<file path="config.mk">
export PLATFORM = sky130hd
export DESIGN_NAME = tcp_rx_parser_flat
export DESIGN_NICKNAME = d
export VERILOG_FILES = /design/src/rtl/axi_stream_if.sv /design/src/rtl/tcp_rx_parser.sv /design/src/flat_wrapper.sv
export SDC_FILE = /design/constraint.sdc
export NUM_CORES = 1
export LEC_CHECK = 0
export CAP_MARGIN = 20
export CORE_ASPECT_RATIO = 1.1
export CORE_MARGIN = 4
export CORE_UTILIZATION = 45
export CTS_CLUSTER_SIZE = 8
export DETAILED_ROUTE_END_ITERATION = 7
export PLACE_DENSITY = 0.71
export SETUP_SLACK_MARGIN = 0.02
export SYNTH_ARGS = -nofsm -noshare
export SYNTH_HDL_FRONTEND = slang
export SYNTH_SLANG_ARGS = --single-unit
</file>
<file path="constraint.sdc">
create_clock -name clk -period 7.6 [get_ports clk]
set_input_delay 1.52 -clock clk [delete_from_list [all_inputs] [get_ports clk]]
set_output_delay 1.52 -clock clk [all_outputs]
set_load 0.05 [all_outputs]
</file>
<file path="src/rtl/axi_stream_if.sv">
// ----------------------------------------------------------------------------
// axi_stream_if
// Minimal AXI4-Stream bundle used between the packet parsers.
//   tdata  [DATA_WIDTH-1:0]  beat payload
//   tvalid                   source has a beat
//   tready                   sink accepts the beat
//   tlast                    final beat of the packet
// master: drives tdata/tvalid/tlast, samples tready.
// slave : samples tdata/tvalid/tlast, drives tready.
// ----------------------------------------------------------------------------
interface axi_stream_if #(
   parameter int DATA_WIDTH = 8
);

   logic [DATA_WIDTH-1:0] tdata;
   logic                  tvalid;
   logic                  tready;
   logic                  tlast;

   modport master (
      output tdata,
      output tvalid,
      output tlast,
      input  tready
   );

   modport slave (
      input  tdata,
      input  tvalid,
      input  tlast,
      output tready
   );

endinterface

</file>
<file path="src/rtl/tcp_rx_parser.sv">
// ----------------------------------------------------------------------------
// tcp_rx_parser
// Parses one TCP segment per input packet: captures the fixed header, skips
// (but checksums) options, forwards the payload with zero latency and then
// presents a metadata record behind a valid/ready handshake.
//
// Ports
//   clk, rst_n         clock, asynchronous active-low reset
//   s_axis (slave)     segment bytes, header first, tlast on last byte
//   m_axis (master)    payload bytes only
//   csum_seed          pseudo-header partial sum, taken with header byte 0
//   meta_valid/ready   record handshake; record held until accepted
//   meta_*             header fields, payload length, checksum result, error
// ----------------------------------------------------------------------------
module tcp_rx_parser #(
   parameter int DATA_WIDTH = 8,
   parameter bit CSUM_EN    = 1'b1
) (
   input  logic         clk,
   input  logic         rst_n,
   axi_stream_if.slave  s_axis,
   axi_stream_if.master m_axis,
   input  logic [15:0]  csum_seed,
   output logic         meta_valid,
   input  logic         meta_ready,
   output logic [15:0]  meta_src_port,
   output logic [15:0]  meta_dst_port,
   output logic [31:0]  meta_seq_num,
   output logic [31:0]  meta_ack_num,
   output logic [3:0]   meta_data_offset,
   output logic [7:0]   meta_flags,
   output logic [15:0]  meta_window_size,
   output logic [15:0]  meta_payload_len,
   output logic         meta_csum_ok,
   output logic         meta_err
);

   typedef enum logic [2:0] {
      ST_HDR,
      ST_OPT,
      ST_PAYLOAD,
      ST_DRAIN,
      ST_META
   } state_e;

   state_e state_q, state_d;

   logic [5:0]  idx_q, idx_d;
   logic [15:0] src_q, src_d;
   logic [15:0] dst_q, dst_d;
   logic [31:0] seq_q, seq_d;
   logic [31:0] ack_q, ack_d;
   logic [3:0]  off_q, off_d;
   logic [7:0]  flags_q, flags_d;
   logic [15:0] win_q, win_d;
   logic [15:0] plen_q, plen_d;
   logic        csum_ok_q, csum_ok_d;
   logic        err_q, err_d;

   // Checksum state: acc_q[16] is a pending end-around carry, hi_q holds the
   // high byte of a word until its low byte arrives, par_q = next byte is odd.
   logic [16:0] acc_q, acc_d;
   logic [7:0]  hi_q, hi_d;
   logic        par_q, par_d;

   logic [DATA_WIDTH-1:0] byte_w;
   logic        s_ready;
   logic        m_valid;
   logic        in_hs;
   logic        first_byte;
   logic [16:0] acc_base;
   logic        par_base;
   logic [16:0] acc_word;
   logic [15:0] fold_sum;
   logic [5:0]  opt_last;

   assign byte_w   = s_axis.tdata;
   assign opt_last = {off_q, 2'b00} - 6'd1;

   // One's-complement add; the carry left in bit 16 is folded in by the next
   // add, and the accumulator can never reach 17'h1FFFF, so one fold suffices.
   function automatic logic [16:0] csum_add(input logic [16:0] acc,
                                            input logic [15:0] word);
      return {1'b0, acc[15:0]} + {1'b0, word} + {16'd0, acc[16]};
   endfunction

   // NOTE: every signal written here gets a default first so no path through
   // the case/if tree leaves a value unassigned and infers a latch.
   always_comb begin
      state_d   = state_q;
      idx_d     = idx_q;
      src_d     = src_q;
      dst_d     = dst_q;
      seq_d     = seq_q;
      ack_d     = ack_q;
      off_d     = off_q;
      flags_d   = flags_q;
      win_d     = win_q;
      plen_d    = plen_q;
      csum_ok_d = csum_ok_q;
      err_d     = err_q;
      acc_d     = acc_q;
      hi_d      = hi_q;
      par_d     = par_q;
      s_ready   = 1'b0;
      m_valid   = 1'b0;

      // The seed replaces the stale accumulator on the first header byte.
      first_byte = (state_q == ST_HDR) && (idx_q == 6'd0);
      acc_base   = first_byte ? {1'b0, csum_seed} : acc_q;
      par_base   = first_byte ? 1'b0 : par_q;
      // Odd byte completes {hi, byte}; an even byte is the padded final word
      // if it turns out to be the last one.
      acc_word   = par_base ? csum_add(acc_base, {hi_q, byte_w})
                            : csum_add(acc_base, {byte_w, 8'h00});
      fold_sum   = acc_word[15:0] + {15'd0, acc_word[16]};

      case (state_q)
         ST_HDR, ST_OPT, ST_DRAIN: s_ready = 1'b1;
         ST_PAYLOAD: begin
            s_ready = m_axis.tready;
            m_valid = s_axis.tvalid;
         end
         default: s_ready = 1'b0;
      endcase

      in_hs = s_axis.tvalid && s_ready;

      case (state_q)
         ST_HDR: begin
            if (in_hs) begin
               idx_d = idx_q + 6'd1;
               case (idx_q)
                  6'd0: begin
                     // Start of a segment: clear the previous record.
                     src_d     = {byte_w, 8'h00};
                     dst_d     = 16'd0;
                     seq_d     = 32'd0;
                     ack_d     = 32'd0;
                     off_d     = 4'd0;
                     flags_d   = 8'd0;
                     win_d     = 16'd0;
                     plen_d    = 16'd0;
                     csum_ok_d = 1'b0;
                     err_d     = 1'b0;
                  end
                  6'd1:  src_d[7:0]    = byte_w;
                  6'd2:  dst_d[15:8]   = byte_w;
                  6'd3:  dst_d[7:0]    = byte_w;
                  6'd4:  seq_d[31:24]  = byte_w;
                  6'd5:  seq_d[23:16]  = byte_w;
                  6'd6:  seq_d[15:8]   = byte_w;
                  6'd7:  seq_d[7:0]    = byte_w;
                  6'd8:  ack_d[31:24]  = byte_w;
                  6'd9:  ack_d[23:16]  = byte_w;
                  6'd10: ack_d[15:8]   = byte_w;
                  6'd11: ack_d[7:0]    = byte_w;
                  6'd12: begin
                     off_d = byte_w[7:4];
                     if (byte_w[7:4] < 4'd5) err_d = 1'b1;
                  end
                  6'd13: flags_d       = byte_w;
                  6'd14: win_d[15:8]   = byte_w;
                  6'd15: win_d[7:0]    = byte_w;
                  default: ;
               endcase

               if (s_axis.tlast) begin
                  // Only a complete 20-byte header with no options may end here.
                  state_d = ST_META;
                  if ((idx_q != 6'd19) || (off_q != 4'd5)) err_d = 1'b1;
               end else if (idx_q == 6'd19) begin
                  if (err_q)               state_d = ST_DRAIN;
                  else if (off_q > 4'd5)   state_d = ST_OPT;
                  else                     state_d = ST_PAYLOAD;
               end
            end
         end

         ST_OPT: begin
            if (in_hs) begin
               idx_d = idx_q + 6'd1;
               if (idx_q == opt_last) begin
                  state_d = s_axis.tlast ? ST_META : ST_PAYLOAD;
               end else if (s_axis.tlast) begin
                  err_d   = 1'b1;
                  state_d = ST_META;
               end
            end
         end

         ST_PAYLOAD: begin
            if (in_hs) begin
               if (plen_q != 16'hFFFF) plen_d = plen_q + 16'd1;
               if (s_axis.tlast) state_d = ST_META;
            end
         end

         ST_DRAIN: begin
            if (in_hs && s_axis.tlast) state_d = ST_META;
         end

         ST_META: begin
            idx_d = 6'd0;
            if (meta_ready) state_d = ST_HDR;
         end

         default: state_d = ST_HDR;
      endcase

      // Checksum runs over every accepted byte of the segment.
      if (in_hs) begin
         par_d = ~par_base;
         if (par_base) begin
            acc_d = acc_word;
         end else begin
            acc_d = acc_base;
            hi_d  = byte_w;
         end
         if (s_axis.tlast) csum_ok_d = CSUM_EN ? (fold_sum == 16'hFFFF) : 1'b1;
      end
   end

   // NOTE: state uses non-blocking assignments so every register samples the
   // pre-edge values of the others; the whole datapath is reset because the
   // record is visible on the outputs.
   always_ff @(posedge clk or negedge rst_n) begin
      if (!rst_n) begin
         state_q   <= ST_HDR;
         idx_q     <= 6'd0;
         src_q     <= 16'd0;
         dst_q     <= 16'd0;
         seq_q     <= 32'd0;
         ack_q     <= 32'd0;
         off_q     <= 4'd0;
         flags_q   <= 8'd0;
         win_q     <= 16'd0;
         plen_q    <= 16'd0;
         csum_ok_q <= 1'b0;
         err_q     <= 1'b0;
         acc_q     <= 17'd0;
         hi_q      <= 8'd0;
         par_q     <= 1'b0;
      end else begin
         state_q   <= state_d;
         idx_q     <= idx_d;
         src_q     <= src_d;
         dst_q     <= dst_d;
         seq_q     <= seq_d;
         ack_q     <= ack_d;
         off_q     <= off_d;
         flags_q   <= flags_d;
         win_q     <= win_d;
         plen_q    <= plen_d;
         csum_ok_q <= csum_ok_d;
         err_q     <= err_d;
         acc_q     <= acc_d;
         hi_q      <= hi_d;
         par_q     <= par_d;
      end
   end

   assign s_axis.tready = s_ready;
   assign m_axis.tvalid = m_valid;
   assign m_axis.tdata  = s_axis.tdata;
   assign m_axis.tlast  = s_axis.tlast;

   assign meta_valid       = (state_q == ST_META);
   assign meta_src_port    = src_q;
   assign meta_dst_port    = dst_q;
   assign meta_seq_num     = seq_q;
   assign meta_ack_num     = ack_q;
   assign meta_data_offset = off_q;
   assign meta_flags       = flags_q;
   assign meta_window_size = win_q;
   assign meta_payload_len = plen_q;
   assign meta_csum_ok     = csum_ok_q;
   assign meta_err         = err_q;

endmodule

</file>
<file path="src/flat_wrapper.sv">
// flat-port wrapper written by rule: the top's interface ports become plain ports
module tcp_rx_parser_flat 
#(
   parameter int DATA_WIDTH = 8,
   parameter bit CSUM_EN    = 1'b1
)
  (clk, rst_n, csum_seed, meta_valid, meta_ready, meta_src_port, meta_dst_port, meta_seq_num, meta_ack_num, meta_data_offset, meta_flags, meta_window_size, meta_payload_len, meta_csum_ok, meta_err, s_axis_tdata, s_axis_tvalid, s_axis_tlast, s_axis_tready, m_axis_tdata, m_axis_tvalid, m_axis_tlast, m_axis_tready);
  axi_stream_if #(.DATA_WIDTH(DATA_WIDTH)) s_axis_i ();
  axi_stream_if #(.DATA_WIDTH(DATA_WIDTH)) m_axis_i ();
  input  logic clk;
  input  logic rst_n;
  input  logic [15:0] csum_seed;
  output logic meta_valid;
  input  logic meta_ready;
  output logic [15:0] meta_src_port;
  output logic [15:0] meta_dst_port;
  output logic [31:0] meta_seq_num;
  output logic [31:0] meta_ack_num;
  output logic [3:0] meta_data_offset;
  output logic [7:0] meta_flags;
  output logic [15:0] meta_window_size;
  output logic [15:0] meta_payload_len;
  output logic meta_csum_ok;
  output logic meta_err;
  input wire logic [$bits(s_axis_i.tdata)-1:0] s_axis_tdata;
  input wire logic [$bits(s_axis_i.tvalid)-1:0] s_axis_tvalid;
  input wire logic [$bits(s_axis_i.tlast)-1:0] s_axis_tlast;
  output wire logic [$bits(s_axis_i.tready)-1:0] s_axis_tready;
  output wire logic [$bits(m_axis_i.tdata)-1:0] m_axis_tdata;
  output wire logic [$bits(m_axis_i.tvalid)-1:0] m_axis_tvalid;
  output wire logic [$bits(m_axis_i.tlast)-1:0] m_axis_tlast;
  input wire logic [$bits(m_axis_i.tready)-1:0] m_axis_tready;
  assign s_axis_i.tdata = s_axis_tdata;
  assign s_axis_i.tvalid = s_axis_tvalid;
  assign s_axis_i.tlast = s_axis_tlast;
  assign s_axis_tready = s_axis_i.tready;
  assign m_axis_tdata = m_axis_i.tdata;
  assign m_axis_tvalid = m_axis_i.tvalid;
  assign m_axis_tlast = m_axis_i.tlast;
  assign m_axis_i.tready = m_axis_tready;
  tcp_rx_parser #(.DATA_WIDTH(DATA_WIDTH), .CSUM_EN(CSUM_EN)) u_core (.clk(clk), .rst_n(rst_n), .s_axis(s_axis_i), .m_axis(m_axis_i), .csum_seed(csum_seed), .meta_valid(meta_valid), .meta_ready(meta_ready), .meta_src_port(meta_src_port), .meta_dst_port(meta_dst_port), .meta_seq_num(meta_seq_num), .meta_ack_num(meta_ack_num), .meta_data_offset(meta_data_offset), .meta_flags(meta_flags), .meta_window_size(meta_window_size), .meta_payload_len(meta_payload_len), .meta_csum_ok(meta_csum_ok), .meta_err(meta_err));
endmodule
</file>
==> Yosys cells after proc, flatten, opt, wreduce, memory -nomap -nowiden <==
Cells that the tools add are included.
{ "totals": {"register_bits": 177, "inputBits": 30, "output_inout_bits": 154, "wordCells": 173} }
{ "classes": {"n_addsub": 8, "magnitude_cmp": 2, "n_eq_ne": 36, "muxes": 55, "n_bitwise": 1, "reduce_logical": 47} }
{ "op_table": {"columns": ["cell", "count"], "rows": [
  ["one-hot mux 8 bit (2 select lines)", 14],
  ["two-way mux 16 bit", 4],
  ["two-way mux 17 bit", 3],
  ["== test 6 x 4 -> 1 bit (second input constant)", 8],
  ["AND reduction 3 bit", 16],
  ["nonzero test 2 bit", 18],
  ["adder 16 x 16 -> 17 bit", 2],
  ["adder 17 x 1 -> 17 bit", 2],
  ["two-way mux 3 bit", 11],
  ["one-hot mux 16 bit (2 select lines)", 1],
  ["== test 6 x 3 -> 1 bit (second input constant)", 4],
  ["adder 16 x 1 -> 16 bit", 1],
  ["adder 16 x 1 -> 16 bit (second input constant)", 1],
  ["== test 16 bit (second input constant)", 1],
  ["!= test 16 bit (second input constant)", 1],
  ["one-hot mux 3 bit (5 select lines)", 1],
  ["two-way mux 1 bit", 14],
  ["!= test 2 x 1 -> 1 bit (second input constant)", 7],
  ["== test 6 x 2 -> 1 bit (second input constant)", 2],
  ["one-hot mux 6 bit (2 select lines)", 1],
  ["AND reduction 5 bit", 2],
  ["one-hot mux 4 bit (2 select lines)", 1],
  ["adder 6 x 1 -> 6 bit (second input constant)", 1],
  ["== test 3 x 2 -> 1 bit (second input constant)", 2],
  ["24 further kinds", 31]
]} }

==> Longest topological paths before layout <==
{ "depth": {"ltp_word": 10, "mapped_depth": 28, "depth_no_buf": 26} }

==> Worst setup path before layout <==
Ideal clock, no wire load.
{ "synth_path": {"path_type": "register -> register", "startpoint": "register u_core.idx_q[0]", "endpoint": "register u_core.csum_ok_q, in the netlist u_core.meta_csum_ok", "setup_ps": 95, "arrival_time_ps": 5230, "required_time_ps": 7505, "setup_slack_ps": 2275, "stages_incl_launch_ff": 28, "path_buffers": 3, "synth_period_minus_slack_ps": 5325, "path_cell_list": "dfrtp_1 > inv_1 > ha_1 > nor3b_4 > nand3_2 > buf_6 > clkbuf_1 > clkbuf_1 > nand2_1 > fa_1 > inv_1 > fa_1 > a21oi_1 > o211ai_1 > nor3_1 > o21ai_0 > o211ai_1 > o21bai_1 > a21o_1 > a21o_1 > a21oi_1 > a21oi_1 > ha_1 > nand2_1 > or4b_1 > a311o_1 > or4_1 > o31ai_1"} }
{ "synth_between": {"elab_chain_len": 10, "elab_cells_between_ends": 16, "cone_classes": "add/sub: 5; eq/ne: 1; mux: 8; reduce/logical: 2"} }
{ "synth_rtl": {"columns": ["element", "line", "text"], "rows": [
  ["start, declared", "tcp_rx_parser.sv:48", "logic [5:0] idx_q, idx_d;"],
  ["start signal, assigned", "tcp_rx_parser.sv:246", "idx_q <= idx_d;"],
  ["zero test 6 bit (*)", "tcp_rx_parser.sv:109, tcp_rx_parser.sv:133", null],
  ["logical AND 1 bit", "tcp_rx_parser.sv:109", "first_byte = (state_q == ST_HDR) && (idx_q == 6'd0);"],
  ["two-way mux 17 bit", "tcp_rx_parser.sv:110", "acc_base = first_byte ? {1'b0, csum_seed} : acc_q;"],
  ["adder 16 x 16 -> 17 bit", "tcp_rx_parser.sv:84", "return {1'b0, acc[15:0]} + {1'b0, word} + {16'd0, acc[16]};"],
  ["adder 17 x 1 -> 17 bit", "tcp_rx_parser.sv:84", null],
  ["two-way mux 17 bit", "tcp_rx_parser.sv:114", "acc_word = par_base ? csum_add(acc_base, {hi_q, byte_w})"],
  ["adder 16 x 1 -> 16 bit", "tcp_rx_parser.sv:116", "fold_sum = acc_word[15:0] + {15'd0, acc_word[16]};"],
  ["== test 16 bit", "tcp_rx_parser.sv:220", "if (s_axis.tlast) csum_ok_d = CSUM_EN ? (fold_sum == 16'hFFFF) : 1'b1;"],
  ["two-way mux 1 bit", "tcp_rx_parser.sv:220", null],
  ["two-way mux 1 bit (*)", "tcp_rx_parser.sv:212", "if (in_hs) begin"],
  ["via u_core.csum_ok_d", "tcp_rx_parser.sv:57", "logic csum_ok_q, csum_ok_d;"],
  ["end signal, assigned", "tcp_rx_parser.sv:255", "csum_ok_q <= csum_ok_d;"],
  ["end, declared", "tcp_rx_parser.sv:57", null]
]} }
The timed path passes the listed nets; every way through them passes the cells marked *.
A chain may end at the register's enable or synchronous reset.

==> Worst setup path in the final report <==
Ends and elaborated chain as after synthesis.

==> metrics.md <==
| Metric | Value |
|---|---|
| Total GRT Usage | 24.8% |
| Wire length per cell | 18.2 um |
| Final WL | 29600 um |
| Number of global-route vias before repair | 8514 |
| Slew Limit Fails | 0 |
| Largest net degree at the start of global routing | 106 |
| Seq/Total Area, Yosys | 45.5% |
| DIE AREA | 24100 um^2 |
| # nets final | 1383 |
| Netlist cell types | 66 |
| PD cells | 424 nW/um^2 |
| Via density | 5.46 |
| # port buffers | 183 |
| Syn Inst Count | 1174 |
| Worst Path Max Fanout | 20 |
| Cell taking the most area after synthesis | dfrtp_1 |
| Pre-antenna DRT Iters | 5 |
| Area of the multi-input gates | 4900 um^2 |
| CTS Buffer Depth | 2 |
| Leakage | 5.37 nW |
| DP Area | 11700 um^2 |
| Die H | 162 um |
| HP Class | reg2reg |
| Routed Antenna Nets | 0 |
| Die Width | 148 um |
| Synth Flop Type | dfrtp_1 |
| DR iter-0 viols | 739 |
| Commonest non-fill, non-tap cell in the layout | nand2_1 |
| PostCTS Resize Cnt | 0 |
| Hold_buf cts | 0 |
| Hpwl dp | 20400 um |
| Synth area leaders | dfrtp_1, nand2_1, o21ai_0 |
| Final setup fails | 0 |
| Syn Std Cell Area | 9740 um^2 |
| WP data arrival | 6530 ps |
| GP Congestion | 0.932 |
| IO Pins | 184 |
| Worst Tran Pin Value | 1010 ps |
| CTS Buf Count | 17 |
| Setup Crit Path Kind | reg2reg |
| Fmax | 162 MHz |
| DRC viols | 0 |
| Finished Cell Area | 12300 um^2 |
| Maxcap violations | 0 |
| Core box area | 21300 um^2 |
| Synth Register Bits | 177 |
| Worst EP required | 7940 ps |
| Final Skew | 13.7 ps |
| Synth warnings | 0 |
| Root Buffer | clkbuf_16 |
| Core Rows | 56 |
| CTS tree | yes |
| Crit path launch type | register |
| Non-Filler Instances | 1622 |
| Layout cells sized above 1 | 6.17% |
| Fillcell total | 1924 |
| Layout area overhead | 26.4% |
| CP endpoint kind | register |
| Final worst-path cycle share | 81.4% |
| Tmin final | 6190 ps |
| Clock sinks | 177 |
| Post-synth EDFFs | 0 |
| Global-route wire length before repair | 47400 um |
| Syn_nets | 1240 |
| Vias | 8864 |
| Mean Syn Cell Area | 8.30 um^2 |
| Area share of the largest cell type after synthesis | 45.5% |
| FF/Latch Area | 4430 um^2 |
| Asr flop ratio synth | 100% |
| Final Hold Vio Count | 0 |
| Final TNS setup | 0 ps |
| Peak supply drop | 0.279 mV |
| Clock latency at the later pin of the worst-skew pair | 440 ps |
| # H-tree levels | 4 |
| Status | complete, no violations |
| Worst-path clk slew | 70 ps |
| GRT overflow | 0 |
| Initial antenna violation count | 2 |
| Power, Total | 0.00522 W |
| RSZ-0062 raised after global routing | no |
| Placed Cells | 1588 |
| Most frequent cells in the layout | nand2_1, clkdlybuf4s50_1, dfrtp_1 |
| Postcts setup bufs | 0 |
| Max-slew headroom | 32.2% |
| Initial Util | 45.7% |
## sequential cells by signal (all words and copies together), names as in the netlist
| signal | count |
|---|---|
| u_core.meta_err | 1 |
| u_core.par_q | 1 |
| u_core.meta_data_offset | 4 |
| u_core.idx_q | 6 |
| u_core.meta_flags | 8 |
| u_core.meta_dst_port | 16 |
| u_core.meta_window_size | 16 |
| u_core.meta_csum_ok | 1 |
| u_core.meta_src_port | 16 |
| u_core.meta_ack_num | 32 |
| u_core.hi_q | 8 |
| u_core.acc_q | 17 |
| u_core.meta_payload_len | 16 |
| u_core.meta_seq_num | 32 |
| u_core.state_q | 3 |
## power breakdown
| group | switching (W) | internal [W] | total [W] |
|---|---|---|---|
| Clock | 0.000454 | 0.000450 | 0.000904 |
| Combinational | 0.00193 | 0.00107 | 0.00300 |
| Sequential | 0.000171 | 0.00114 | 0.00131 |
| Total | 0.00256 | 0.00266 | 0.00522 |
## through the flow
| step | hold slack [ps] | setup slack (ps) | util [%] |
|---|---|---|---|
| 5_1_grt | 498 | 847 | 57.8 |
| 3_3_place_gp | 449 | 1410 | 55.0 |
| 3_5_place_dp | 460 | 1350 | 55.0 |
| 4_1_cts | 480 | 1500 | 57.8 |
| 6_report | 479 | 1410 | 57.8 |
| 2_1_floorplan | 448 | 2270 | - |
## logic make-up (layout without fill, tap and decap cells)
| family | after synthesis | after routing | share of synthesized area, % |
|---|---|---|---|
| AOI/OAI and AO/OA | 241 | 241 | 14.8 |
| xor gates and xnor gates | 39 | 39 | 3.51 |
| adders and majority gates | 36 | 36 | 4.78 |
| buffers and inverters | 92 | 248 | 4.25 |
| DFF | 177 | 177 | 45.5 |
| muxes | 20 | 20 | 2.24 |
| other | 0 | 2 | 0 |
| and+or+nand+nor | 569 | 569 | 25.0 |
## metal layers
metal	global-route usage, %	up-vias	part of all wire, %
met3	7.28	42	7.8
li1	-	4267	-
met1	33.8	4242	44
met2	38.7	313	46
met5	0	-	0
met4	7.39	0	2.2
## synthesized netlist by cell type (4+ instances only)
master and instances:
nand2_1 346, dfrtp_1 177, o21ai_0 124, nor2_1 85, nand3_1 56, clkbuf_1 52
ha_1 34, a21oi_1 31, xnor2_1 21, nor3_1 20, inv_1 19, xor2_1 18
mux2_2 14, a31oi_1 11, buf_4 10, o22ai_1 9, or2_2 9, o31ai_1 8
a21o_1 7, and2_1 7, and3_1 7, nand2b_1 7, nand4_1 7, or3_1 7
a22o_1 6, buf_2 6, mux2i_1 6, a211oi_1 5, o21a_1 5, o211ai_1 4
o31a_1 4
## critical path, stage by stage, from the launching register on
cell,delay [ps]
dfrtp_1,460
inv_1,110
ha_1,180
nor3b_4,280
and3_1,750
nand2_1,150
nand2_1,140
inv_1,70
fa_1,410
inv_1,80
fa_1,240
a21oi_1,120
o211ai_1,190
nor3_1,90
o21ai_0,210
o211ai_1,160
o21bai_1,140
a21o_1,160
a21o_1,120
a21oi_1,80
a21oi_1,200
ha_1,200
nand2_1,80
or4b_1,510
a311o_1,280
or4_1,460
o31ai_1,220
## area by class of cell
class                      instances  area share, %
inverter                          19          0.579
timing repair buffer             197           15.7
sequential                       177           36.0
antenna                            2         0.0406
tap                              290           2.95
clock buffer                      17           3.45
clock inverter                    15           1.44
multi-input combinational        905           39.8
## worst paths after layout
check | startpoint | end | slack (ps) | cells past startpoint
worst max register to register | u_core.idx_q[0]$_DFFE_PN0P_ | u_core.meta_csum_ok$_DFF_PN0_ | 1410 | 26
worst min register to register | u_core.meta_seq_num[24]$_DFFE_PN0P_ | u_core.meta_seq_num[24]$_DFFE_PN0P_ | 480 | 2
min in group asynchronous | rst_n | u_core.acc_q[7]$_DFFE_PN0P_ | 1190 | 1
max in group asynchronous | rst_n | u_core.meta_seq_num[29]$_DFFE_PN0P_ | 4940 | 2
worst max-delay path | u_core.idx_q[0]$_DFFE_PN0P_ | u_core.meta_csum_ok$_DFF_PN0_ | 1410 | 26
worst min-delay path | u_core.meta_seq_num[24]$_DFFE_PN0P_ | u_core.meta_seq_num[24]$_DFFE_PN0P_ | 480 | 2
(Power assumes the default switching activity.)
==> RTL change 1: new RTL, same flow settings <==
One comparison of `idx_q` changes from == to >=.
--- a/src/rtl/tcp_rx_parser.sv
+++ b/src/rtl/tcp_rx_parser.sv
@@ -169,7 +169,7 @@
                   // Only a complete 20-byte header with no options may end here.
                   state_d = ST_META;
                   if ((idx_q != 6'd19) || (off_q != 4'd5)) err_d = 1'b1;
-               end else if (idx_q == 6'd19) begin
+               end else if (idx_q >= 6'd19) begin
                   if (err_q)               state_d = ST_DRAIN;
                   else if (off_q > 4'd5)   state_d = ST_OPT;
                   else                     state_d = ST_PAYLOAD;
Check against the original RTL: no difference found for any inputs over 4 cycles, from zero or initial values and one cycle with rst_n low; that may be too few to reach the edited logic, so the function may still have changed.
==> RTL change 1 against the original RTL <==
- sequential cell count unchanged
- wire length is 0.71% higher
- worst setup slack improved by 0.48 ns
- combinational power shrank 31%
- area after synthesis shrank 1.6%
- total power decreased by 20%
- design area shrank 1.2%
- maximum frequency is 8.4% higher
- largest cell class unchanged
- largest power group unchanged
==> RTL change 1: results (changes against the original RTL) <==
setup_path:
  cp-startpoint: "s_axis_tdata[0]"
  cp_slowest_cell: "clkdlybuf4s50_1"
  path_delay_family: "compound AO/OA/AOI/OAI gates"
place:
  dpl_worst_slack_ns: 1.47  # +0.121 ns
  place.gp.congestion: 0.887  # -4.8%
  dp.cells: 1569  # -1.2%
power:
  powerSeq_mw: 1.20  # -8%
  pwr-share-clk_pct: 21.3  # +4.0 points
  intPower_mw: 2.29  # -14%
  switchingPower_mw: 1.88  # -27%
  ir_worst_vdd_mv: 0.296  # +6.3%
timing:
  fin_ws_ns: 1.89  # +0.478 ns
  slew_headroom_pct: 34.3  # +2.1 points
  clock_skew_ns: 0.0151  # +0.00139 ns
  hold_ws_ns: 0.467  # -0.0124 ns
drt:
  met1_length_um: 12600  # -2.9%
  num_vias: 8696  # -1.9%
  post_drt_wl_per_cell_um: 18.6  # +2.0%
  vias_per_cell: 5.43  # -0.61%
yosys:
  synth_compound_area_share_pct: 13.8  # -1.0 points
  synth_area_leaders: "dfrtp_1 46%, nand2_1 15%, o21ai_0 5.7%"
  synth_fa_ha_area_share_pct: 4.86  # +0.077 points
  synth_common_cells: "372 x nand2_1, 177 x dfrtp_1, 109 x o21ai_0, 66 x nor2_1, 62 x nand3_1"
  synth_xor_area_share_pct: 4.20  # +0.70 points
  ys_seq_area_share_pct: 46.2  # +0.74 points
  synth.distinct_cells: 63  # -4.5%
  synth.net_count: 1222  # -1.5%
worst_hold_path:
  min_from: "u_core.meta_flags[2]"
outcome:
  outcome: "completed"
global_routing:
  first_global_vias: 8584  # +0.82%
  grt_max_degree: 101  # -4.7%
final_layout:
  diodes: 0  # -2
[RTL change 1: cell types whose count changed after synthesis, moves of 4 or more]
cell,change
buf_2,-5
a21oi_1,-6
nor4_1,+5
mux2_2,-6
nand2_1,+26
o21ai_0,-15
inv_1,+4
nor2_1,-19
nand3_1,+6
o31ai_1,-6
xor2_1,+6
nor3_1,+6
or2_2,-6
[RTL change 1: logic make-up after synthesis]
kind of cell / Yosys count
AND/OR/NAND/NOR: 574
flip-flops: 177
AO/OA/AOI/OAI: 217
adder cells (fa/ha/maj): 36
multiplexers: 15
buffers and inverters: 91
XOR/XNOR: 46
[RTL change 1: area by class of cell]
type / instances / area (um^2)
timing repair buffer: 196 / 1930
clock inverter: 13 / 143
fill: 1900 / 8610
inverter: 23 / 86.3
tap: 285 / 357
sequential: 177 / 4430
clock buffer: 19 / 453
multi-input combinational: 888 / 4770
[RTL change 1: worst min-delay path, delay by kind of cell (launching register included)]
kind,cells,cell delay [ns]
and+or+nand+nor,2,0.10
DFF,1,0.34
==> RTL change 2: new RTL, same flow settings <==
Without the edit above. `CSUM_EN` is set to 1'b1 in 2 places; all go to 1'b0.
--- a/src/rtl/tcp_rx_parser.sv
+++ b/src/rtl/tcp_rx_parser.sv
@@ -14,7 +14,7 @@
 // ----------------------------------------------------------------------------
 module tcp_rx_parser #(
    parameter int DATA_WIDTH = 8,
-   parameter bit CSUM_EN    = 1'b1
+   parameter bit CSUM_EN    = 1'b0
 ) (
    input  logic         clk,
    input  logic         rst_n,
--- a/src/flat_wrapper.sv
+++ b/src/flat_wrapper.sv
@@ -2,7 +2,7 @@
 module tcp_rx_parser_flat 
 #(
    parameter int DATA_WIDTH = 8,
-   parameter bit CSUM_EN    = 1'b1
+   parameter bit CSUM_EN    = 1'b0
 )
   (clk, rst_n, csum_seed, meta_valid, meta_ready, meta_src_port, meta_dst_port, meta_seq_num, meta_ack_num, meta_data_offset, meta_flags, meta_window_size, meta_payload_len, meta_csum_ok, meta_err, s_axis_tdata, s_axis_tvalid, s_axis_tlast, s_axis_tready, m_axis_tdata, m_axis_tvalid, m_axis_tlast, m_axis_tready);
   axi_stream_if #(.DATA_WIDTH(DATA_WIDTH)) s_axis_i ();
Function: changed (a bounded check fails within 4 cycles, from zero or initial values and one cycle with rst_n low).
==> RTL change 2 against the original RTL <==
- total power down 40%
- final cell count down 32%
- sequential cell count down 26
- maximum frequency up 24%
- area after synthesis down 30%
- worst setup slack better by 1.2 ns
- sequential share of layout area up 5.8 points
- critical endpoint is now m_axis_tdata[0]
- non-clock buffer count down 22
- wire length down 34%
- design area down 26%
- clock skew down 0.0057 ns
==> RTL change 2: results (changes against the original RTL) <==
final_layout:
  fill_cells: 1180  # -39%
  diodes: 0  # -2
  multi_input_area_um2: 2660  # -46%
  fin_cells: 1098  # -32%
  drive_gt1_share_pct: 5.63  # -0.54 points
  nets: 930  # -33%
setup_path:
  critPathMaxStageDelay_ns: 1.02  # +0.27 ns
  path_delay_family: "buffers and inverters"
  cp_slowest_cell: "clkdlybuf4s50_1"
  cp_max_fo: 16  # -20%
yosys:
  synth.net_count: 796  # -36%
  synth.distinct_cells: 48  # -27%
  synth_area_leaders: "dfrtp_1 56%, nand2_1 14%, o21ai_0 9.4%"
  synth_common_cells: "248 x nand2_1, 151 x dfrtp_1, 127 x o21ai_0, 31 x clkbuf_1, 24 x nor2_1"
  netlist_instances: 759  # -35%
  ys_seq_area_share_pct: 55.8  # +10 points
global_routing:
  grt_max_degree: 103  # -2.8%
  grtUsageTotal_pct: 22.7  # -2.1 points
  antenna_found_initial: 0  # -2
  first_global_vias: 5587  # -34%
  grt_pass1_wl_um: 30600  # -36%
place:
  place.gp.congestion: 0.806  # -13%
  dp_hpwl_um: 12800  # -37%
  place_area_um2: 8440  # -28%
  io_buffers: 167  # -8.7%
  dp.cells: 1065  # -33%
drt:
  drt_wl_total_um: 19400  # -34%
  drt_first_iter_violations: 469  # -37%
outcome:
  outcome: "completed"
power:
  leakage_nw: 3.81  # -29%
  switchingPower_mw: 1.33  # -48%
timing:
  worst_pin_slew_ns: 1.06  # +0.0508 ns
  clock_skew_ns: 0.00802  # -0.00573 ns
clock_tree:
  cts.htree.levels: 4  # unchanged
## RTL change 2: changes by cell type after synthesis, moves of 8 or more
cell / change
nand2_1: -98
nor2_1: -61
nand3_1: -34
ha_1: -27
dfrtp_1: -26
clkbuf_1: -21
xnor2_1: -19
a21oi_1: -17
nor3_1: -15
xor2_1: -14
mux2_2: -13
a31oi_1: -11
or2_2: -8
## RTL change 2: stage by stage
stage | power, mW | worst slack (ns)
4_1_cts | 3.17 | 2.55
6_report | 3.15 | 2.59
5_1_grt | 3.30 | 2.53
3_3_place_gp | 2.30 | 2.57
2_1_floorplan | 1.90 | 4.10
3_5_place_dp | 2.33 | 2.56
## RTL change 2: power by group through the flow
stage	logic, mW	clock network (mW)	registers, mW
6_report	1.23	0.833	1.08
3_5_place_dp	1.24	0	1.09
3_3_place_gp	1.22	0	1.08
2_1_floorplan	0.390	0	1.51
5_1_grt	1.31	0.886	1.10
4_1_cts	1.24	0.847	1.08
## RTL change 2: worst paths after layout
| check | cells after the start | to | startpoint | slack, ns |
|---|---|---|---|---|
| setup / recovery | 2 | m_axis_tdata[0] | s_axis_tdata[0] | 2.59 |
| hold / removal | 2 | u_core.meta_ack_num[27] | u_core.meta_ack_num[27] | 0.48 |
| setup reg to reg | 5 | u_core.meta_payload_len[7] | u_core.state_q[1] | 4.80 |
| hold reg to reg | 2 | u_core.meta_ack_num[27] | u_core.meta_ack_num[27] | 0.48 |
| max in group asynchronous | 3 | u_core.meta_seq_num[3] | rst_n | 5.36 |
| min in group asynchronous | 1 | u_core.meta_dst_port[5] | rst_n | 1.07 |
## RTL change 2: area by class of cell
class,instances,share of cell area [%]
clock inverters,11,1.37
well taps,192,2.65
flip-flops and latches,151,41.7
repair buffers,175,19.4
clock buffers,21,5.08
multi-input cells,536,29.3
inverters,12,0.497
## RTL change 2: layer usage
metal / vias to the layer above / global-route usage, % / share of wire (%)
met5: - / 0 / 0
met4: 0 / 7.95 / 1.8
li1: 2803 / - / -
met3: 30 / 6.01 / 7.0
met2: 204 / 38.6 / 51
met1: 2802 / 28.3 / 40
## RTL change 2: cells by family after synthesis
logic type	share of synthesized area, %
muxes	0.166
adders and majority gates	1.29
buffers and inverters	5.01
and+or+nand+nor	22.6
xor gates and xnor gates	1.11
DFF	55.8
AOI/OAI and AO/OA	14.0
